`src/rtl/sbox_layer_ctrl.sv`:
```
// Iterative 4-bit S-box layer over a 64-bit state, LANES nibbles per cycle.
// Define SBOX_INV_EN to compile in the inverse S-box selected by in_inv.
module sbox_layer_ctrl #(
    parameter int unsigned LANES = 4
) (
    input  logic        clk,
    input  logic        rst,
    input  logic        in_valid,
    output logic        in_ready,
    input  logic [63:0] in_data,
    input  logic        in_inv,
    output logic        out_valid,
    input  logic        out_ready,
    output logic [63:0] out_data,
    output logic        busy
);

    typedef enum logic [1:0] {IDLE, RUN, DONE} state_t;

    // Nibble i of each table holds S(i).
    localparam logic [63:0] FWD_TAB = 64'h4D5E_0876_19CA_23FB;

    state_t      state_q, state_d;
    logic [63:0] data_q, data_d;
    logic [3:0]  ptr_q, ptr_d;
    logic [4:0]  ptr_end;

`ifdef SBOX_INV_EN
    localparam logic [63:0] INV_TAB = 64'h1CE5_046A_98DF_237B;
    logic inv_q, inv_d;
`else
    logic unused_inv;
    assign unused_inv = in_inv;
`endif

    always_comb begin
        state_d = state_q;
        data_d  = data_q;
        ptr_d   = ptr_q;
`ifdef SBOX_INV_EN
        inv_d   = inv_q;
`endif
        ptr_end = {1'b0, ptr_q} + 5'(LANES);
        case (state_q)
            IDLE: begin
                if (in_valid) begin
                    data_d  = in_data;
                    ptr_d   = '0;
`ifdef SBOX_INV_EN
                    inv_d   = in_inv;
`endif
                    state_d = RUN;
                end
            end
            RUN: begin
                for (int unsigned n = 0; n < 16; n++) begin
                    if (5'(n) >= {1'b0, ptr_q} && 5'(n) < ptr_end) begin
`ifdef SBOX_INV_EN
                        data_d[4*n +: 4] = inv_q ? INV_TAB[4*data_q[4*n +: 4] +: 4]
                                                 : FWD_TAB[4*data_q[4*n +: 4] +: 4];
`else
                        data_d[4*n +: 4] = FWD_TAB[4*data_q[4*n +: 4] +: 4];
`endif
                    end
                end
                // The final window leaves ptr in place; only an accept returns it to 0.
                if (ptr_end == 5'd16) begin
                    state_d = DONE;
                end else begin
                    ptr_d = ptr_end[3:0];
                end
            end
            DONE: begin
                if (out_ready) begin
                    state_d = IDLE;
                end
            end
            default: state_d = IDLE;
        endcase
    end

    always_ff @(posedge clk) begin
        if (rst) begin
            state_q <= IDLE;
            data_q  <= '0;
            ptr_q   <= '0;
`ifdef SBOX_INV_EN
            inv_q   <= 1'b0;
`endif
        end else begin
            state_q <= state_d;
            data_q  <= data_d;
            ptr_q   <= ptr_d;
`ifdef SBOX_INV_EN
            inv_q   <= inv_d;
`endif
        end
    end

    assign in_ready  = (state_q == IDLE);
    assign out_valid = (state_q == DONE);
    assign busy      = (state_q != IDLE);
    assign out_data  = data_q;

endmodule

```
`config.mk`:
```
export PLATFORM = sky130hd
export DESIGN_NAME = sbox_layer_ctrl
export DESIGN_NICKNAME = d
export VERILOG_FILES = /design/src/rtl/sbox_layer_ctrl.sv
export SDC_FILE = /design/constraint.sdc
export NUM_CORES = 1
export LEC_CHECK = 0
export CORE_MARGIN = 1.5
export CORE_UTILIZATION = 50
export CTS_CLUSTER_DIAMETER = 100
export CTS_CLUSTER_SIZE = 12
export DETAILED_ROUTE_END_ITERATION = 10
export GPL_TIMING_DRIVEN = 0
export PLACE_DENSITY = 0.89
export SYNTH_ARGS = -nofsm -noshare
export SYNTH_HDL_FRONTEND = slang
export SYNTH_SLANG_ARGS = --single-unit
```
`constraint.sdc`:
```
create_clock -name clk -period 1.85 [get_ports clk]
set_clock_uncertainty 0.2 [all_clocks]
set_input_delay 0.37 -clock clk [delete_from_list [all_inputs] [get_ports clk]]
set_output_delay 0.37 -clock clk [all_outputs]
set_load 0.1 [all_outputs]
```
# ---- Word-level counts from Yosys, hierarchy flattened
# Index checks and enable logic that the tools add are counted.
dict set report classes {
  n_eq_ne 23
  n_mux 25
  magnitude_cmp 31
  n_reduce_logical 36
  n_addsub 1
  shift 16
}
# op n
set op_table {}
lappend op_table {{64-bit by 7-bit variable part select with 4-bit output (first input constant)} 16}
lappend op_table {{64-bit one-hot mux with 2 select lines} 1}
lappend op_table {{4-bit 2-to-1 mux} 18}
lappend op_table {{64-bit 2-to-1 mux} 1}
lappend op_table {{3-bit AND reduction} 18}
lappend op_table {{4-bit by 5-bit < comparator with 1-bit output (first input constant)} 8}
lappend op_table {{2-bit != test (second input constant)} 19}
lappend op_table {{4-bit greater-or-equal comparator (first input constant)} 7}
lappend op_table {{3-bit by 5-bit < comparator with 1-bit output (first input constant)} 4}
lappend op_table {{3-bit by 4-bit greater-or-equal comparator with 1-bit output (first input constant)} 4}
lappend op_table {{1-bit logical AND} 15}
lappend op_table {{1-bit by 5-bit < comparator with 1-bit output (first input constant)} 2}
lappend op_table {{2-bit by 5-bit < comparator with 1-bit output (first input constant)} 2}
lappend op_table {{1-bit by 4-bit greater-or-equal comparator with 1-bit output (first input constant)} 2}
lappend op_table {{2-bit by 4-bit greater-or-equal comparator with 1-bit output (first input constant)} 2}
lappend op_table {{4-bit one-hot mux with 2 select lines} 1}
lappend op_table {{2-bit 2-to-1 mux} 3}
lappend op_table {{2-bit one-hot mux with 3 select lines} 1}
lappend op_table {{4-bit by 3-bit adder with 5-bit output (second input constant)} 1}
lappend op_table {{5-bit == test (second input constant)} 1}
lappend op_table {{2-bit nonzero test} 2}
lappend op_table {{2-bit by 1-bit == test with 1-bit output (second input constant)} 1}
lappend op_table {{2-bit == test (second input constant)} 1}
lappend op_table {{2-bit logical NOT} 1}
lappend op_table {{2-bit by 1-bit != test with 1-bit output (second input constant)} 1}
dict set report totals {
  register_bits 70
  elab_cells 150
  output_inout_bits 67
  input_bits 69
}

# ---- Depth between registers and ports, before layout
# Gate-level depths: netlist (run 1).
dict set report depth {
  ltp_word 5
  mapped_depth 7
  mapped_depth_nobuf 6
}

# ---- Least setup slack after synthesis (run 1)
# OpenSTA, ideal clock, no wires.
dict set report synth_path {
  kind {reg2out}
  start {register state_q[1]}
  end {output busy}
  n_path_buf 2
  stages_incl_launch_ff 5
  arrival_ns 2.850
  required_time_ns 1.280
  slack_ns -1.570
  path_cell_list {dfxtp_1 buf_6 clkbuf_1 nor2_1 inv_1}
}
dict set report synth_via {
  elab_chain_cells 1
}
# element line
set synth_rtl {}
lappend synth_rtl {{start: declaration} 23} ;# state_t state_q, state_d;
lappend synth_rtl {{start signal: assignment} 91} ;# state_q <= state_d;
lappend synth_rtl {{2-bit nonzero test} 102} ;# assign busy = (state_q != IDLE);
lappend synth_rtl {{end: declaration} 15} ;# output logic busy
# Every way passes these cells.

# ---- Final worst setup path (run 1)
dict set report layout_path {
  start {register ptr_q[2]}
  end {register data_q[15], in the netlist out_data[15]}
}
dict set report layout_via {
  elab_chain_cells 5
  word_cells_on_any_way 6
  cone_classes {add/sub: 1; order compare: 2; eq/ne: 1; reduce/logical: 2}
}
# element line
set layout_rtl {}
lappend layout_rtl {{start: declaration} 25} ;# logic [3:0] ptr_q, ptr_d;
lappend layout_rtl {{start signal: assignment} 93} ;# ptr_q <= ptr_d;
lappend layout_rtl {{4-bit by 3-bit adder with 5-bit output} 43} ;# ptr_end = {1'b0, ptr_q} + 5'(LANES);
lappend layout_rtl {{2-bit by 5-bit < comparator with 1-bit output} 57} ;# if (5'(n) >= {1'b0, ptr_q} && 5'(n) < ptr_end) begin
lappend layout_rtl {{1-bit logical AND (*)} 57}
lappend layout_rtl {{2-bit != test (no line) (*)} -}
lappend layout_rtl {{3-bit AND reduction (no line) (*)} -}
lappend layout_rtl {{end signal: assignment} 92} ;# data_q <= data_d;
lappend layout_rtl {{end: declaration} 24} ;# logic [63:0] data_q, data_d;
# Every way passes the cells marked *; elsewhere a longest branch is shown, timed or not.
# A chain may end at the register's enable or synchronous reset.

==> flow_summary.json, run 1 <==
{
  "status": "finished, violations left",
  "violations": "setup timing",
  "syn-instance-count": 682,
  "min_delay_worst_endpoint": "ptr_q[2]$_SDFFE_PP0P_",
  "power.density_nw_per_um2": 800,
  "cp_slowest_cell": "dfxtp_2",
  "reg2reg_depth": 7,
  "root_buffer": "clkbuf_8",
  "power.share.switching_pct": 47.6,
  "async_flop_share_pct": 0,
  "route.detailed.vias_per_inst": 6.16,
  "wl_per_cell_um": 18.6,
  "pwr-share-clk_pct": 21.0,
  "final_util_pct": 70.5,
  "synth_nets": 820,
  "critPathKind": "register to register",
  "crit_path_end_kind": "register",
  "track_usage_pct": 31.8,
  "dpl.hpwl_um": 12900,
  "post-route-period-util_pct": 101,
  "routabilityCongestion": 0.944,
  "dpl.cell_count": 951,
  "maxSlewViolCount": 0,
  "clock_latency_ns": 0.36,
  "yosys.area.top_type": "dfxtp_1",
  "hold_depth": 4,
  "grt_max_degree": 12,
  "synth_edf_count": 0,
  "finalSetupViolCount": 3,
  "core-area_um2": 10300,
  "postCtsHoldBufs": 0,
  "nFillCells": 774,
  "io_buffer_count": 133,
  "syn_to_final_growth_pct": 36.7,
  "fmax_mhz": 534,
  "syn_area_um2": 5320,
  "ys.flop_type": "dfxtp_1",
  "tightest_slew_ns": 0.704,
  "pin_count": 136,
  "tritoncts": "built",
  "final_nets": 985,
  "whs_ns": 0.314,
  "rsz0062_at_grt": "true",
  "initial_core_util_pct": 51.6,
  "total_power_w": 0.00582,
  "cp_cell_sequence": "inv_1 > ha_1 > nand2_1 > a21oi_4 > buf_6 > o2111ai_1 > a21oi_1",
  "cp_max_fo": 10,
  "finalHoldViolCount": 0,
  "drc": 0,
  "fin_cells": 988,
  "num_vias": 6091,
  "r2r_start": "ptr_q[2]$_SDFFE_PP0P_",
  "avgSynthCellArea_um2": 7.80,
  "rows": 37,
  "critPathMaxStageDelay_ns": 0.35,
  "drt-initial-drc-count": 526,
  "layout_common_cells": "nand2_1, ha_1, clkdlybuf4s50_1, nor2_1, inv_1",
  "first_global_vias": 5697,
  "r2r_slack_ns": -0.02,
  "hold_class": "input port to register",
  "yosysWarnings": 0,
  "final_area_um2": 7270,
  "dieArea_um2": 11300,
  "power.switching_w": 0.00277,
  "r2r_end": "out_data[15]$_SDFFE_PP0P_",
  "p_seq_share_pct": 31.8,
  "grt_pass1_wl_um": 28300,
  "overflow": 0,
  "maxCapViolCount": 0,
  "placedInstanceArea_um2": 6970,
  "dieWidth_um": 106,
  "leakage_nw": 3.05,
  "critPathLaunch": "ptr_q[2]$_SDFFE_PP0P_",
  "clock_sinks": 68,
  "period_needed_ns": 1.87,
  "cts_buffer_depth": 2,
  "yosys.cell_types.count": 35,
  "antennaDiodeCount": 0,
  "synthTopCellsByArea": "dfxtp_1, ha_1, a311oi_1, nand2_1, nor2_1",
  "worst_slack_ns": -0.0229,
  "antenna_found_initial": 0,
  "clkTransAtPathRegs_ns": 0.07,
  "ys_seq_area_share_pct": 25.6,
  "synth_seq_cells": 68,
  "p_comb_share_pct": 47.2,
  "start_kind": "register",
  "layout_commonest_cell": "nand2_1",
  "cp.required_ns": 1.92,
  "fp.dieH_um": 106,
  "slew_headroom_pct": 53.1,
  "cts_max_level": 3,
  "crit_arrival_ns": 1.94,
  "vdd_drop_max_mv": 0.485,
  "layout-drive-gt1-share_pct": 25.5,
  "routed_wl_um": 18400,
  "cts_buffers": 9,
  "first_pass_iters": 6,
  "synth_top_area_share_pct": 25.6,
  "min_from": "in_valid",
  "drtAntennaViolNets": 0,
  "internal_power_w": 0.00305
}
through the flow:
stage	TNS, ns	setup slack (ns)
final	-0.0580	-0.0229
after detailed placement	-37.41	-0.690
after global placement	-32.64	-0.688
after global routing	-0.325	-0.104
after floorplan	-0.876	-0.464
after CTS	-0.199	-0.124
registers in the layout, summed over array words and instances, names as in the netlist:
name,count
ptr_q,2
state_q,2
out_data,64
worst max-delay path, delay by kind of cell (launching register included):
family / cells / cell delay (ns)
compound gates: 3 / 0.64
flops: 1 / 0.35
buf+inv: 2 / 0.29
fa+ha+maj: 1 / 0.16
simple gates: 1 / 0.14
Yosys cell counts, types with 5 or more instances:
cell and number:
a21oi_1 47, nor3_1 5, o221ai_1 16, o2111ai_1 12
mux2i_1 15, dfxtp_1 68, a22oi_1 17, o21ai_0 33
or3_1 12, nor2_1 65, mux2_2 17, nand3_1 30
a21o_1 6, a311oi_1 44, clkbuf_1 30, nand2_1 88
inv_1 53, buf_2 17, ha_1 69
cell type report:
cell class	count	area [um2]	area share [%]
well taps	136	170	2.34
plain buffers	56	340	4.68
inverters	53	203	2.79
clock inverters	6	55.1	0.757
clock buffers	10	128	1.75
multi-input cells	504	3520	48.4
repair buffers	155	1370	18.9
flip-flops and latches	68	1490	20.5
cell families (layout without fill, tap and decap cells):
group,Yosys count,in the layout,share of synthesized area [%]
adder cells (fa/ha/maj),69,69,16.2
AND/OR/NAND/NOR,206,206,16.2
buffers and inverters,110,280,9.00
AO/OA/AOI/OAI,197,197,26.6
multiplexers,32,32,6.42
flip-flops,68,68,25.6
per-layer routing:
metal	vias up	GRT usage (%)	part of all wire [%]
met3	84	5.76	9.5
li1	2777	-	-
met5	-	0	0
met1	2849	38.5	38
met2	381	54.3	48
met4	0	15.4	5.2
repair_timing:
| item | CTS | global route |
|---|---|---|
| endpoints found under the hold margin | 0 | 0 |
| resized for setup | 322 | 39 |
| cloned | 0 | 2 |
| endpoints found under the setup margin | 114 | 74 |
| pin swaps | 5 | 15 |
| setup buffers | 10 | 10 |
power by group through the flow:
stage	Clock (W)	Sequential, W	Combinational (W)
after floorplan	0	0.00284	0.000964
after global placement	0	0.00186	0.00261
after detailed placement	0	0.00187	0.00270
after CTS	0.00122	0.00184	0.00265
after global routing	0.00129	0.00187	0.00289
final	0.00122	0.00185	0.00275
how the worst max path moves through the flow:
stage | to | slack [ns] | cells after the start
after floorplan | busy | -0.46 | 4
after global placement | out_valid | -0.69 | 4
after detailed placement | out_valid | -0.69 | 4
after CTS | busy | -0.12 | 5
after global routing | out_data[15]$_SDFFE_PP0P_ | -0.10 | 7
final | out_data[15]$_SDFFE_PP0P_ | -0.02 | 7
Note: power is estimated with default switching activity, not from simulation.
==> run 2, diff against run 1 <==
--- a/config.mk
+++ b/config.mk
@@ -6,12 +6,13 @@
 export NUM_CORES = 1
 export LEC_CHECK = 0
 export CORE_MARGIN = 1.5
-export CORE_UTILIZATION = 50
+export CORE_UTILIZATION = 51
+export CTS_BUF_LIST = sky130_fd_sc_hd__clkbuf_4 sky130_fd_sc_hd__clkbuf_8
 export CTS_CLUSTER_DIAMETER = 100
 export CTS_CLUSTER_SIZE = 12
 export DETAILED_ROUTE_END_ITERATION = 10
 export GPL_TIMING_DRIVEN = 0
-export PLACE_DENSITY = 0.89
+export PLACE_DENSITY = 0.91
 export SYNTH_ARGS = -nofsm -noshare
 export SYNTH_HDL_FRONTEND = slang
 export SYNTH_SLANG_ARGS = --single-unit
==> run 2 against run 1 <==
Against the previous run:
- the flow still finishes with violations (setup timing)
- clock power decreased by 5%
- core utilization increased by 0.32 points
- combinational power about the same
- sequential power about the same
- clock-buffer cell count increased by 1
- routed wire length decreased by 1.1%
- flip-flop and latch count unchanged
- critical path type is now register to primary output
- highest routed layer unchanged
==> flow_summary.json, run 2 (synthesized netlist as in run 1, its figures left out) <==
{
  "crit_arrival_ns": 1.29,
  "dieWidth_um": 105,
  "final_nets": 981,
  "status": "finished, violations left",
  "leakage_nw": 3.02,
  "power.density_nw_per_um2": 797,
  "worst_slack_ns": -0.0107,
  "antennaDiodeCount": 0,
  "antenna_found_initial": 0,
  "route.met3.wl_um": 1750,
  "io_buffer_count": 133,
  "tritoncts": "built",
  "rows": 37,
  "critPathMaxStageDelay_ns": 0.37,
  "highest_layer": "met4",
  "cts_buffer_depth": 2,
  "placedInstanceArea_um2": 6970,
  "pin_count": 136,
  "dpl.hpwl_um": 12500,
  "layout-drive-gt1-share_pct": 25.5,
  "tightest_slew_ns": 0.635,
  "cp_slowest_cell": "dfxtp_4",
  "drt-initial-drc-count": 614,
  "grt_pass1_wl_um": 28400,
  "num_vias": 6078,
  "clock_latency_ns": 0.36,
  "period_needed_ns": 1.86,
  "cp_max_fo": 7,
  "crit_path_end_kind": "primary output",
  "initial_core_util_pct": 52.0,
  "routed_wl_um": 18200,
  "fmax_mhz": 537,
  "rsz0062_at_grt": "true",
  "largest_register_ffs": 64,
  "maxSlewViolCount": 0,
  "cts_max_level": 3,
  "drc": 0,
  "violations": "setup timing",
  "layout_common_cells": "nand2_1, ha_1, clkdlybuf4s50_1, nor2_1, inv_1",
  "root_buffer": "clkbuf_8",
  "core-area_um2": 10200,
  "route.detailed.vias_per_inst": 6.18,
  "final_area_um2": 7240,
  "finalHoldViolCount": 0,
  "cp.required_ns": 1.28,
  "clkTransAtPathRegs_ns": 0.08,
  "syn_to_final_growth_pct": 36.1,
  "vdd_drop_max_mv": 0.492,
  "clock_sinks": 68,
  "first_pass_iters": 6,
  "cp_cell_sequence": "buf_8 > nor2_4 > clkinvlp_4 > buf_12",
  "track_usage_pct": 32.0,
  "wl_per_cell_um": 18.5,
  "dieArea_um2": 11100,
  "drtAntennaViolNets": 0,
  "slew_headroom_pct": 57.6,
  "fp.dieH_um": 105,
  "critPathKind": "register to primary output",
  "pre_cts_slack_ns": -0.723,
  "first_global_vias": 5927,
  "layout_commonest_cell": "nand2_1",
  "grt_max_degree": 12,
  "routabilityCongestion": 0.930,
  "postCtsHoldBufs": 0,
  "drt-met1-wl_um": 7040,
  "overflow": 0,
  "post-route-period-util_pct": 101,
  "maxCapViolCount": 0,
  "hold_class": "register to register",
  "finalSetupViolCount": 2,
  "start_kind": "register",
  "cts_buffers": 9,
  "dr_wl_met2_um": 8590
}
==> run 2: cell types whose count changed in the layout (fill, tap and decap cells not counted), moves of 2 or more <==
cell / previous run / this run
buf_2: 39 / 35
clkinv_1: 2 / 0
clkdlybuf4s18_2: 3 / 6
clkinv_2: 2 / 4
==> run 2: through the flow <==
| step | hold WS (ns) | TNS (ns) | power [W] | cells | utilization (%) |
|---|---|---|---|---|---|
| after global routing | 0.364 | -0.274 | 0.00601 | 984 | 70.8 |
| after CTS | 0.336 | -0.242 | 0.00566 | 975 | 69.6 |
| after global placement | 0.312 | -33.39 | 0.00447 | 951 | 68.1 |
| after detailed placement | 0.326 | -35.21 | 0.00456 | 951 | 68.1 |
| after floorplan | 0.318 | -0.876 | 0.00381 | 682 | - |
| final | 0.337 | -0.0191 | 0.00577 | 984 | 70.8 |
==> run 2: report_power, final <==
group	internal, W	switching [W]
combinational	0.000819	0.00194
sequential	0.00163	0.000222
clock	0.000530	0.000631
==> run 2: what timing repair did <==
item                                    in CTS  in global routing
pin swaps                                    5                  8
resized for setup                          320                 39
setup buffers                                8                 10
endpoints found under the setup margin     117                 75
hold endpoints to repair                     0                  0
==> run 2: final timing paths <==
check | slack (ns) | cells past startpoint | startpoint | to
setup reg to reg | 0.03 | 7 | state_q[0]$_SDFFE_PP0P_ | out_data[23]$_SDFFE_PP0P_
hold / removal | 0.34 | 2 | out_data[48]$_SDFFE_PP0P_ | out_data[48]$_SDFFE_PP0P_
setup / recovery | -0.01 | 4 | state_q[0]$_SDFFE_PP0P_ | busy
hold reg to reg | 0.34 | 2 | out_data[48]$_SDFFE_PP0P_ | out_data[48]$_SDFFE_PP0P_
==> run 2: routing by layer <==
layer	GRT usage, %	up-vias
met4	18.9	0
met2	52.8	411
met5	0	-
li1	-	2764
met1	38.7	2829
met3	5.99	74
==> run 2: cell type report <==
cell class                 count  area, um2
fill                         772       2990
sequential                    68       1490
clock inverter                 5       27.5
tap                          136        170
timing repair buffer         151       1340
buffer                        56        349
inverter                      53        203
clock buffer                  11        145
multi-input combinational    504       3520
==> run 2: critical path: cells and delay by family (launching register included) <==
kind | cells | cell delay (ns)
buffers and inverters | 3 | 0.42
DFF | 1 | 0.37
and+or+nand+nor | 1 | 0.14
